===== src/rtl/dbg_uart_pkg.sv =====
// Shared types and constants for the debug UART receive/transmit pair.
// Holds the line-state enum and the default bit period.
package dbg_uart_pkg;

  localparam int CLKS_PER_BIT_DEF = 868;

  typedef enum logic [2:0] {
    IDLE,
    START,
    DATA,
    PARITY,
    STOP,
    WAIT_HIGH
  } uart_state_e;

  function automatic logic par_mismatch(
    input logic [7:0] d,
    input logic       p,
    input logic       odd
  );
    return (^{d, p}) != odd;
  endfunction

endpackage


===== src/rtl/dbg_sync2.sv =====
// Generic two-flop synchronizer for a single asynchronous input.
// Both flops load RST_VAL on synchronous reset.
module dbg_sync2 #(
  parameter logic RST_VAL = 1'b0
) (
  input  logic i_clk,
  input  logic i_rst,
  input  logic i_d,
  output logic o_q
);

  logic [1:0] sync_q;

  always_ff @(posedge i_clk) begin
    if (i_rst) begin
      sync_q <= {2{RST_VAL}};
    end else begin
      sync_q <= {sync_q[0], i_d};
    end
  end

  assign o_q = sync_q[1];

endmodule


===== src/rtl/dbg_uart_rx.sv =====
// Debug-port UART receiver: 8N1 frames into the RX byte FIFO.
// Define DBG_UART_RX_PARITY_EN to add a parity bit (sense: PARITY_ODD).
module dbg_uart_rx
  import dbg_uart_pkg::*;
#(
  parameter int CLKS_PER_BIT = CLKS_PER_BIT_DEF,
  parameter int PARITY_ODD   = 0
) (
  input  logic       i_clk,
  input  logic       i_rst,
  input  logic       i_rx,
  input  logic       i_fifo_full,
  output logic       o_fifo_write,
  output logic [7:0] o_fifo_wdata,
  output logic       o_busy,
  output logic       o_frame_err,
  output logic       o_overrun,
  output logic       o_parity_err
);

  localparam int CW = $clog2(CLKS_PER_BIT);
  localparam logic [CW-1:0] LAST =
    CW'(CLKS_PER_BIT - 1);
  localparam logic [CW-1:0] HALF_M1 =
    CW'(CLKS_PER_BIT / 2 - 1);
  localparam logic [CW-1:0] ONE = CW'(1);

  logic rx_s;

  uart_state_e state_q, state_d;
  logic [CW-1:0] cnt_q, cnt_d;
  logic [2:0]    idx_q, idx_d;
  logic [7:0]    sh_q, sh_d;
  logic          wr_q, wr_d;
  logic [7:0]    wdata_q, wdata_d;
  logic          ferr_q, ferr_d;
  logic          ovr_q, ovr_d;

`ifdef DBG_UART_RX_PARITY_EN
  localparam logic PAR_ODD = 1'(PARITY_ODD);
  logic perr_q, perr_d;
  logic pe_q, pe_d;
`else
  logic unused_par_odd;
  assign unused_par_odd = 1'(PARITY_ODD);
`endif

  dbg_sync2 #(
    .RST_VAL (1'b1)
  ) u_sync (
    .i_clk (i_clk),
    .i_rst (i_rst),
    .i_d   (i_rx),
    .o_q   (rx_s)
  );

  always_comb begin
    state_d = state_q;
    cnt_d   = cnt_q + ONE;
    idx_d   = idx_q;
    sh_d    = sh_q;
    wr_d    = 1'b0;
    ferr_d  = 1'b0;
    ovr_d   = 1'b0;
`ifdef DBG_UART_RX_PARITY_EN
    perr_d  = perr_q;
    pe_d    = 1'b0;
`endif
    unique case (state_q)
      IDLE: begin
        cnt_d = '0;
        if (!rx_s) state_d = START;
      end
      START: begin
        if (cnt_q == HALF_M1) begin
          cnt_d   = '0;
          idx_d   = '0;
          // High at mid-start is a glitch.
          state_d = rx_s ? IDLE : DATA;
        end
      end
      DATA: begin
        if (cnt_q == LAST) begin
          cnt_d = '0;
          sh_d  = {rx_s, sh_q[7:1]};
          idx_d = idx_q + 3'd1;
          if (idx_q == 3'd7) begin
`ifdef DBG_UART_RX_PARITY_EN
            state_d = PARITY;
`else
            state_d = STOP;
`endif
          end
        end
      end
`ifdef DBG_UART_RX_PARITY_EN
      PARITY: begin
        if (cnt_q == LAST) begin
          cnt_d   = '0;
          perr_d  = par_mismatch(sh_q, rx_s, PAR_ODD);
          state_d = STOP;
        end
      end
`endif
      STOP: begin
        if (cnt_q == LAST) begin
          cnt_d   = '0;
          state_d = IDLE;
          if (!rx_s) begin
            ferr_d  = 1'b1;
            state_d = WAIT_HIGH;
          end
`ifdef DBG_UART_RX_PARITY_EN
          else if (perr_q) pe_d = 1'b1;
`endif
          else if (i_fifo_full) ovr_d = 1'b1;
          else wr_d = 1'b1;
        end
      end
      WAIT_HIGH: begin
        // Hold off until a break releases.
        cnt_d = '0;
        if (rx_s) state_d = IDLE;
      end
      default: begin
        cnt_d   = '0;
        state_d = IDLE;
      end
    endcase
    wdata_d = wr_d ? sh_q : 8'h00;
  end

  always_ff @(posedge i_clk) begin
    if (i_rst) begin
      state_q <= IDLE;
      cnt_q   <= '0;
      idx_q   <= '0;
      sh_q    <= '0;
      wr_q    <= 1'b0;
      wdata_q <= 8'h00;
      ferr_q  <= 1'b0;
      ovr_q   <= 1'b0;
    end else begin
      state_q <= state_d;
      cnt_q   <= cnt_d;
      idx_q   <= idx_d;
      sh_q    <= sh_d;
      wr_q    <= wr_d;
      wdata_q <= wdata_d;
      ferr_q  <= ferr_d;
      ovr_q   <= ovr_d;
    end
  end

`ifdef DBG_UART_RX_PARITY_EN
  always_ff @(posedge i_clk) begin
    if (i_rst) begin
      perr_q <= 1'b0;
      pe_q   <= 1'b0;
    end else begin
      perr_q <= perr_d;
      pe_q   <= pe_d;
    end
  end
  assign o_parity_err = pe_q;
`else
  assign o_parity_err = 1'b0;
`endif

  assign o_fifo_write = wr_q;
  assign o_fifo_wdata = wdata_q;
  assign o_busy       = (state_q != IDLE);
  assign o_frame_err  = ferr_q;
  assign o_overrun    = ovr_q;

endmodule

===== config.mk =====
export PLATFORM = sky130hd
export DESIGN_NAME = dbg_uart_rx
export DESIGN_NICKNAME = d
export VERILOG_FILES = /design/src/rtl/dbg_uart_pkg.sv /design/src/rtl/dbg_sync2.sv /design/src/rtl/dbg_uart_rx.sv
export SDC_FILE = /design/constraint.sdc
export NUM_CORES = 1
export LEC_CHECK = 0
export ABC_CLOCK_PERIOD_IN_PS = 2500
export BUFFER_PORTS_ARGS = -buffer_cell sky130_fd_sc_hd__buf_2
export CORE_MARGIN = 3
export CORE_UTILIZATION = 43
export CTS_CLUSTER_SIZE = 30
export DETAILED_ROUTE_END_ITERATION = 6
export HOLD_SLACK_MARGIN = 0.12
export PLACE_DENSITY_LB_ADDON = 0.1
export SLEW_MARGIN = 20
export SYNTH_ARGS = -nofsm -noshare
export SYNTH_HDL_FRONTEND = slang
export SYNTH_HIERARCHICAL = 1
export SYNTH_SLANG_ARGS = --single-unit

===== constraint.sdc =====
create_clock -name i_clk -period 2.5 [get_ports i_clk]
set_input_delay 0.25 -clock i_clk [delete_from_list [all_inputs] [get_ports i_clk]]
set_output_delay 0.25 -clock i_clk [all_outputs]
set_load 0.05 [all_outputs]

==> flow_metrics.tcl, run 1 <==
set metrics [dict create \
    gp_congestion 0.850 \
    fin_cells 219 \
    cp_data_required_time_ns 2.73 \
    r2r_slack_ns 0.53 \
    io_pins 17 \
    grt_start_max_net_pins 16 \
    synthFlopType "dfxtp_1" \
    hold_buffers 1 \
    cts_sinks 37 \
    max_freq_mhz 507 \
    ir_drop_v 0.000432 \
    p_leak_nw 0.745 \
    setup_viol 0 \
    dp_hpwl_um 1870 \
    synth_warnings 6 \
    ctsLongestPathBuffers 2 \
    rows 21 \
    clock_latency_ns 0.33 \
    reg2regPathDepth 5 \
    worstPathMaxFanout 6 \
    setup.worst_path.end_class "flip-flop" \
    core_mm2 0.00339 \
    ys_ff_latch 37 \
    grt_pass1_vias 1038 \
    io_buffers 15 \
    syn_avg_cell_area_um2 10.0 \
    dp_cells 210 \
    syn-cell-area_mm2 0.00154 \
    power_density_mw_per_mm2 676 \
    synth-edff-count 0 \
    post-route-period-util 0.790 \
    mostFrequentLayoutCell "dfxtp_1" \
    slew_headroom 0.603 \
    drv_slew 0 \
    whs_path_depth 2 \
    post-route-min-period_ns 1.97 \
    synthCells 154 \
    vias 1129 \
    seq_area_frac_synth 0.481 \
    synthArstFlopShare 0 \
    die-area_mm2 0.00434 \
    worstPathArrival_ns 2.21 \
    cts_resized 0 \
    critical_path_class "flip-flop to flip-flop" \
    grt_use_total 0.139 \
    worstMarginPinSlew_ns 0.590 \
    holdCritPathClass "input pin to flip-flop" \
    grt-busiest-layer "met2" \
    numCtsBuffers 5 \
    grt_pass1_wl_um 4590 \
    gr-usage-met1 0.165 \
    use_met2 0.222 \
    vias_per_cell 5.16 \
    die_x_um 65.9 \
    clkSlewWorstSetupHoldPaths_ns 0.10 \
    drt-pass1-iter-count 4 \
    clock_skew_ns 0.00651 \
    start_util 0.454 \
    antenna_found_initial 0 \
    tns_ns 0 \
    fin_nets 180 \
    final_cell_mix "dfxtp_1 (37), nor2_1 (21), buf_2 (15)" \
    cts_tree "yes" \
    status "complete, no violations" \
    drive_gt1_frac 0.185 \
    antennaDiodeCount 0 \
    overflow 0 \
    cts_root_buf "clkbuf_4" \
    syn_nets 162 \
    syn2layout_area_growth_pct 10.9 \
    avgRoutedWirePerCell_um 11.8 \
    drt-total-wl_um 2590 \
    hold_viol_final 0 \
    drtIter0Drc 46 \
    htreeDepth 2 \
    rsz0062_at_grt "no" \
    use_met3 0.0578 \
    pre_cts_ws_ns 0.482 \
    maxCapViolations 0 \
    die-height_um 65.9 \
    remaining_drc_errors 0 \
    startpoint_type "flip-flop" \
    antenna_left 0 \
    ys_types 38 \
    cts_setup_buffers 0 \
    setup_slack_ns 0.526 \
]
==> per-layer routing <==
metal | vias up | wire, µm | part of all wire
li1 | 566 | - | -
met1 | 537 | 1220 | 0.47
met2 | 21 | 1190 | 0.46
met3 | 5 | 140 | 0.054
met4 | 0 | 39 | 0.015
met5 | - | 0 | 0
==> flip-flops by register name, summed over array words and instances, names as in the netlist <==
register / flops
u_sync/sync_q: 2
state_q: 3
o_overrun: 1
idx_q: 3
cnt_q: 10
o_fifo_wdata: 8
sh_q: 8
o_frame_err: 1
o_fifo_write: 1
==> critical path, stage by stage, from the launching register on <==
cell and delay [ns]:
dfxtp_1 0.43, ha_1 0.27, and4bb_2 0.30, a211oi_1 0.13
or4_1 0.49, a32o_1 0.26
==> where the power goes <==
part | leakage [nW] | internal [W] | total, W | switching (W)
logic | 0.415 | 0.0000880 | 0.000209 | 0.000121
registers | 0.299 | 0.000608 | 0.000647 | 0.0000386
clock network | 0.0310 | 0.000106 | 0.000299 | 0.000193
==> cells in the mapped netlist, drive strengths merged (3+ instances only) <==
cell    n  share of area
and2   10          0.041
dfxtp  37           0.48
nand2   8          0.019
buf     4          0.019
ha      4          0.032
xnor2   4          0.023
nand4   5          0.020
nor2   21          0.051
xor2    6          0.034
nand3   4          0.013
nor3b   3          0.015
or3     3          0.012
mux2i  13          0.084
==> through the flow <==
step                      utilization  cell area [µm²]  power, W  hold WS, ns
after global routing            0.504             1710   0.00122        0.136
after floorplan                     -             1540  0.000827        0.347
final                           0.504             1710   0.00116        0.134
after CTS                       0.504             1710   0.00117        0.121
after global placement          0.485             1640  0.000867        0.397
after detailed placement        0.485             1640  0.000867        0.404
==> final timing paths <==
check / from / endpoint
max: cnt_q[0]$_SDFF_PP0_ / state_q[2]$_SDFFE_PP0P_
max reg2reg: cnt_q[0]$_SDFF_PP0_ / state_q[2]$_SDFFE_PP0P_
min reg2reg: u_sync/sync_q[0]$_SDFF_PP1_ / u_sync/sync_q[1]$_SDFF_PP1_
min: i_fifo_full / o_fifo_write$_SDFF_PP0_
==> layout make-up <==
| cell class | instances | area [µm²] |
|---|---|---|
| timing repair buffer | 17 | 92.6 |
| sequential | 37 | 741 |
| fill | 336 | 1680 |
| inverter | 3 | 11.3 |
| clock buffer | 5 | 37.5 |
| multi-input combinational | 108 | 751 |
| clock inverter | 3 | 17.5 |
| tap | 46 | 57.6 |
==> cell families (layout without fill, tap and decap cells) <==
| family | Yosys count | after routing | share of synthesized area |
|---|---|---|---|
| multiplexers | 13 | 13 | 0.0845 |
| buffers and inverters | 9 | 28 | 0.0317 |
| XOR/XNOR | 10 | 10 | 0.0569 |
| AND/OR/NAND/NOR | 71 | 71 | 0.263 |
| other | 1 | 1 | 0.00243 |
| flip-flops | 37 | 37 | 0.481 |
| adder cells (fa/ha/maj) | 4 | 4 | 0.0325 |
| AO/OA/AOI/OAI | 9 | 9 | 0.0479 |
(Power assumes the default switching activity.)
==> inputs of run 2 (changes only) <==
- ABC_CLOCK_PERIOD_IN_PS: 2500 -> 1900
- clock period: 2.5 -> 1.9 ns (I/O delays scaled with it)
==> run 2 against run 1 <==
Compared with the run above: first-iteration DRC count rose by 30%; count of clock-buffer cells in the layout rose by 1; worst setup slack got worse by 0.45 ns; largest cell class unchanged; critical path type unchanged; highest routed layer unchanged.
==> flow_metrics.tcl, run 2 (same netlist as run 1, synthesis figures left out) <==
set metrics [dict create \
    antenna_found_initial 0 \
    post-route-period-util 0.961 \
    post-route-min-period_ns 1.83 \
    slew_headroom 0.661 \
    die_x_um 65.9 \
    grt_start_max_net_pins 15 \
    pwr-share-comb 0.188 \
    fill_cells 330 \
    r2r_start "cnt_q[1]$_SDFF_PP0_" \
    antennaDiodeCount 0 \
    p_seq_frac 0.486 \
    rows 21 \
    use_met3 0.0510 \
    tns_ns 0 \
    power_switching_share 0.278 \
    final_cell_mix "dfxtp_1 (37), nor2_1 (21), buf_2 (15)" \
    gr-usage-met1 0.162 \
    numCtsBuffers 5 \
    max_stage_delay_ns 0.48 \
    cts_sinks 37 \
    cp_data_required_time_ns 2.14 \
    critical_path_class "flip-flop to flip-flop" \
    holdCritPathClass "input pin to flip-flop" \
    worstPathArrival_ns 2.06 \
    grt_use_total 0.143 \
    worstPathMaxFanout 5 \
    startpoint_type "flip-flop" \
    rsz0062_at_grt "no" \
    drt-pass1-iter-count 4 \
    cts_tree "yes" \
    clkSlewWorstSetupHoldPaths_ns 0.11 \
    htreeDepth 2 \
    die-height_um 65.9 \
    ctsLongestPathBuffers 2 \
    overflow 0 \
    drv_slew 0 \
    start_util 0.454 \
    clock_skew_ns 0.00966 \
    fin_nets 188 \
    power.internal_w 0.00125 \
    largest_register_ffs 10 \
    die-area_mm2 0.00434 \
    syn2layout_area_growth_pct 18.4 \
    maxCapViolations 0 \
    use_met2 0.234 \
    setup.worst_path.end_class "flip-flop" \
    startpoint "cnt_q[1]$_SDFF_PP0_" \
    antenna_left 0 \
    clock_latency_ns 0.34 \
    grt_pass1_vias 1113 \
    drtIter0Drc 60 \
    cts_setup_buffers 0 \
    drt-total-wl_um 2650 \
    grt_pass1_wl_um 4740 \
    io_buffers 15 \
    pre_cts_ws_ns 0.0563 \
    drive_gt1_frac 0.227 \
    hold_start "i_rst" \
    setup_viol 0 \
    p_leak_nw 0.803 \
    crit_chain "ha_1 > and4bb_2 > a211oi_2 > or4_1 > a32o_1" \
    dp_hpwl_um 1970 \
    grt-busiest-layer "met2" \
    hold_viol_final 0 \
    crit_family "simple AND/OR/NAND/NOR gates" \
    crit_buf_inv 0 \
    worstMarginPinSlew_ns 0.505 \
    largest_register "cnt_q" \
    core_mm2 0.00339 \
    gp_congestion 0.908 \
    critical_path.slowest_cell "or4_1" \
    vias_per_cell 4.98 \
    remaining_drc_errors 0 \
    power_density_mw_per_mm2 953 \
    setup_slack_ns 0.0747 \
    max_freq_mhz 548 \
    cts_root_buf "clkbuf_4" \
    clockPowerShare 0.326 \
    ir_drop_v 0.000449 \
    status "complete, no violations" \
    avgRoutedWirePerCell_um 11.7 \
    io_pins 17 \
    mostFrequentLayoutCell "dfxtp_1" \
    p_sw_w 0.000483 \
    vias 1131 \
]
-- run 2: what timing repair did --
action                                 CTS  global route
setup endpoints to repair                0            11
endpoints found under the hold margin    2             0
gates resized for setup                  0             4
hold buffers                             2             0
-- run 2: cell type report --
type                            count  area (µm²)  share of cell area
Clock inverter                      2        37.5              0.0206
Inverter                            3        11.3             0.00618
Sequential cell                    37         741               0.406
Tap cell                           46        57.6              0.0316
Timing Repair Buffer               25         155              0.0851
Multi-Input combinational cell    108         769               0.422
Clock buffer                        6        51.3              0.0281
-- run 2: per-stage QoR --
step	power, W	area, µm²	hold slack [ns]	cells	utilization
finish	0.00174	1820	0.171	227	0.538
detailed placement	0.00117	1700	0.379	217	0.500
global route	0.00183	1820	0.186	227	0.538
CTS	0.00174	1800	0.157	227	0.532
floorplan	0.00109	1540	0.287	154	-
global placement	0.00115	1700	0.370	217	0.500
-- run 2: path summary, 6_finish.rpt --
check	endpoint	slack [ns]	cells after the start
max reg2reg	state_q[2]$_SDFFE_PP0P_	0.07	5
min reg2reg	u_sync/sync_q[1]$_SDFF_PP1_	0.44	1
max	state_q[2]$_SDFFE_PP0P_	0.07	5
min	sh_q[1]$_SDFFE_PP0P_	0.17	2
-- run 2: power groups by stage --
stage | Combinational [W] | Clock (W) | Sequential [W]
3_5_place_dp | 0.000307 | 0 | 0.000859
3_3_place_gp | 0.000298 | 0 | 0.000856
4_1_cts | 0.000312 | 0.000590 | 0.000841
2_1_floorplan | 0.000249 | 0 | 0.000840
6_report | 0.000327 | 0.000566 | 0.000843
5_1_grt | 0.000355 | 0.000621 | 0.000849
-- run 2: per-layer routing --
metal	routed length (µm)	vias up
met5	0	-
met4	56	0
met3	126	8
met2	1280	21
met1	1180	517
li1	-	585
==> inputs of run 3 (changes only) <==
- SYNTH_HIERARCHICAL: 1 -> unset
==> run 3 against run 2 <==
Compared with the run above: area after synthesis increased by 4.0%; routed wire length increased by 15%; count of clock-buffer cells in the layout unchanged; synthesized cell count increased by 3.2%; die area increased by 3.6%; cell count increased by 4.4%; sequential power decreased by 1%; combinational power decreased by 28%; hold slack got worse by 0.0086 ns; register-to-register slack about the same; critical path type unchanged; largest cell class unchanged; highest routed layer unchanged.
==> flow_metrics.tcl, run 3 <==
set metrics [dict create \
    die_x_um 67.0 \
    cts_tree "yes" \
    synth_top_area_cell "dfxtp_1" \
    grt_use_total 0.161 \
    seq_area_um2 743 \
    clock_skew_ns 0.00607 \
    synth-edff-count 0 \
    worstPathMaxFanout 4 \
    tns_ns 0 \
    power_density_mw_per_mm2 893 \
    seq_area_frac_synth 0.463 \
    crit_buf_inv 0 \
    hold_viol_final 0 \
    cp_data_required_time_ns 2.08 \
    vias 1183 \
    antenna_left 0 \
    r2r_slack_ns 0.08 \
    syn-cell-area_mm2 0.00160 \
    io_buffers 15 \
    post-route-min-period_ns 1.82 \
    synth_warnings 0 \
    placed_area_mm2 0.00181 \
    synthCells 159 \
    fill_cells 333 \
    rsz0062_at_grt "no" \
    max_freq_mhz 550 \
    final_cell_mix "dfxtp_1 (35), nor2_1 (23), buf_2 (15)" \
    gp_congestion 0.822 \
    grt_start_max_net_pins 16 \
    yosysTopAreaCellShare 0.463 \
    start_util 0.462 \
    drt-pass1-iter-count 4 \
    cts_root_buf "clkbuf_8" \
    clkSlewWorstSetupHoldPaths_ns 0.08 \
    ys_ff_latch 37 \
    die-height_um 67.0 \
    grt_pass1_vias 1156 \
    p_leak_nw 0.809 \
    avgRoutedWirePerCell_um 12.9 \
    vias_per_cell 4.99 \
    largest_register_ffs 10 \
    syn2layout_area_growth_pct 24.2 \
    holdCritPathClass "input pin to flip-flop" \
    setup.worst_path.end_class "flip-flop" \
    syn_avg_cell_area_um2 10.1 \
    core_mm2 0.00347 \
    synthArstFlopShare 0 \
    overflow 0 \
    ys_top_cells_by_area "dfxtp_1 (46%), mux2i_1 (8.1%), nor2_1 (5.4%)" \
    dp_hpwl_um 2240 \
    setup_viol 0 \
    ctsLongestPathBuffers 2 \
    numCtsBuffers 5 \
    ys_types 40 \
    largest_register "cnt_q" \
    p_total_w 0.00178 \
    grt_pass1_wl_um 5310 \
    crit_chain "ha_2 > nand4b_1 > or4b_1 > a211o_4 > mux2i_1" \
    startpoint_type "flip-flop" \
    max_stage_delay_ns 0.54 \
    antennaDiodeCount 0 \
    cts_sinks 37 \
    io_pins 17 \
    syn_nets 167 \
    multi_input_area_um2 851 \
    yosysMostFrequentCell "dfxtp_1" \
    drtIter0Drc 38 \
    drv_slew 0 \
    drive_gt1_frac 0.335 \
    htreeDepth 2 \
    remaining_drc_errors 0 \
    setup_slack_ns 0.0829 \
    ir_drop_v 0.000421 \
    rows 21 \
    drt-total-wl_um 3050 \
    mostFrequentLayoutCell "dfxtp_1" \
    fin_nets 198 \
    post-route-period-util 0.956 \
    pre_cts_ws_ns 0.0269 \
    worstPathArrival_ns 2.00 \
    die-area_mm2 0.00449 \
    clock_latency_ns 0.29 \
    crit_family "simple AND/OR/NAND/NOR gates" \
    critical_path.slowest_cell "or4b_1" \
    final_util 0.574 \
    maxCapViolations 0 \
    synth_common_cells "dfxtp_1 (37), nor2_1 (23), mux2i_1 (13)" \
    status "complete, no violations" \
    antenna_found_initial 0 \
    synthFlopType "dfxtp_1" \
    critical_path_class "flip-flop to flip-flop" \
    fin_area_mm2 0.00199 \
]
-- run 3: per-stage QoR --
| step | hold WS, ns | instances |
|---|---|---|
| after floorplan | 0.279 | 159 |
| after global placement | 0.378 | 227 |
| after detailed placement | 0.377 | 227 |
| after CTS | 0.146 | 236 |
| after global routing | 0.165 | 237 |
| final | 0.162 | 237 |
-- run 3: logic make-up (layout without fill, tap and decap cells) --
kind of cell	Yosys count	after routing	synth area share
AO/OA/AOI/OAI	9	9	0.0500
XOR/XNOR	10	10	0.0547
adder cells (fa/ha/maj)	4	4	0.0313
buffers and inverters	10	42	0.0281
flip-flops	37	37	0.462
multiplexers	13	13	0.0812
other	1	1	0.00234
AND/OR/NAND/NOR	75	75	0.290
-- run 3: path summary, 6_finish.rpt --
check	from	to	depth (start not counted)
min reg2reg	u_sync.sync_q[0]$_SDFF_PP1_	u_sync.sync_q[1]$_SDFF_PP1_	1
max reg2reg	cnt_q[1]$_SDFF_PP0_	idx_q[0]$_SDFFE_PP0P_	5
min	i_fifo_full	o_overrun$_SDFF_PP0_	3
max	cnt_q[1]$_SDFF_PP0_	idx_q[0]$_SDFFE_PP0P_	5
-- run 3: per-layer routing --
layer / track usage / share of wire / routed length [µm]
met5: 0 / 0 / 0
met1: 0.197 / 0.47 / 1440
met2: 0.258 / 0.48 / 1460
met3: 0.0506 / 0.036 / 111
met4: 0.0684 / 0.014 / 42
-- run 3: power by group --
| group | switching, W | internal (W) | leakage, nW |
|---|---|---|---|
| Sequential | 0.0000363 | 0.000798 | 0.300 |
| Clock | 0.000280 | 0.000427 | 0.0574 |
| Combinational | 0.000129 | 0.000108 | 0.452 |
-- run 3: worst min-delay path, delay by kind of cell --
kind                   cells  cell delay (ns)
and+or+nand+nor            1             0.04
buffers and inverters      2             0.17
-- run 3: what timing repair did --
action	CTS	global route
resized for setup	0	8
hold endpoints to repair	1	0
buffers inserted	0	1
endpoints found under the setup margin	0	5
hold buffers	1	0
-- run 3: cell type report --
type                            instances  share of cell area
Clock buffer                            6              0.0415
Clock inverter                          2              0.0189
Inverter                                4             0.00755
Multi-Input combinational cell        112               0.428
Sequential cell                        37               0.374
Tap cell                               46              0.0289
Timing Repair Buffer                   30               0.102
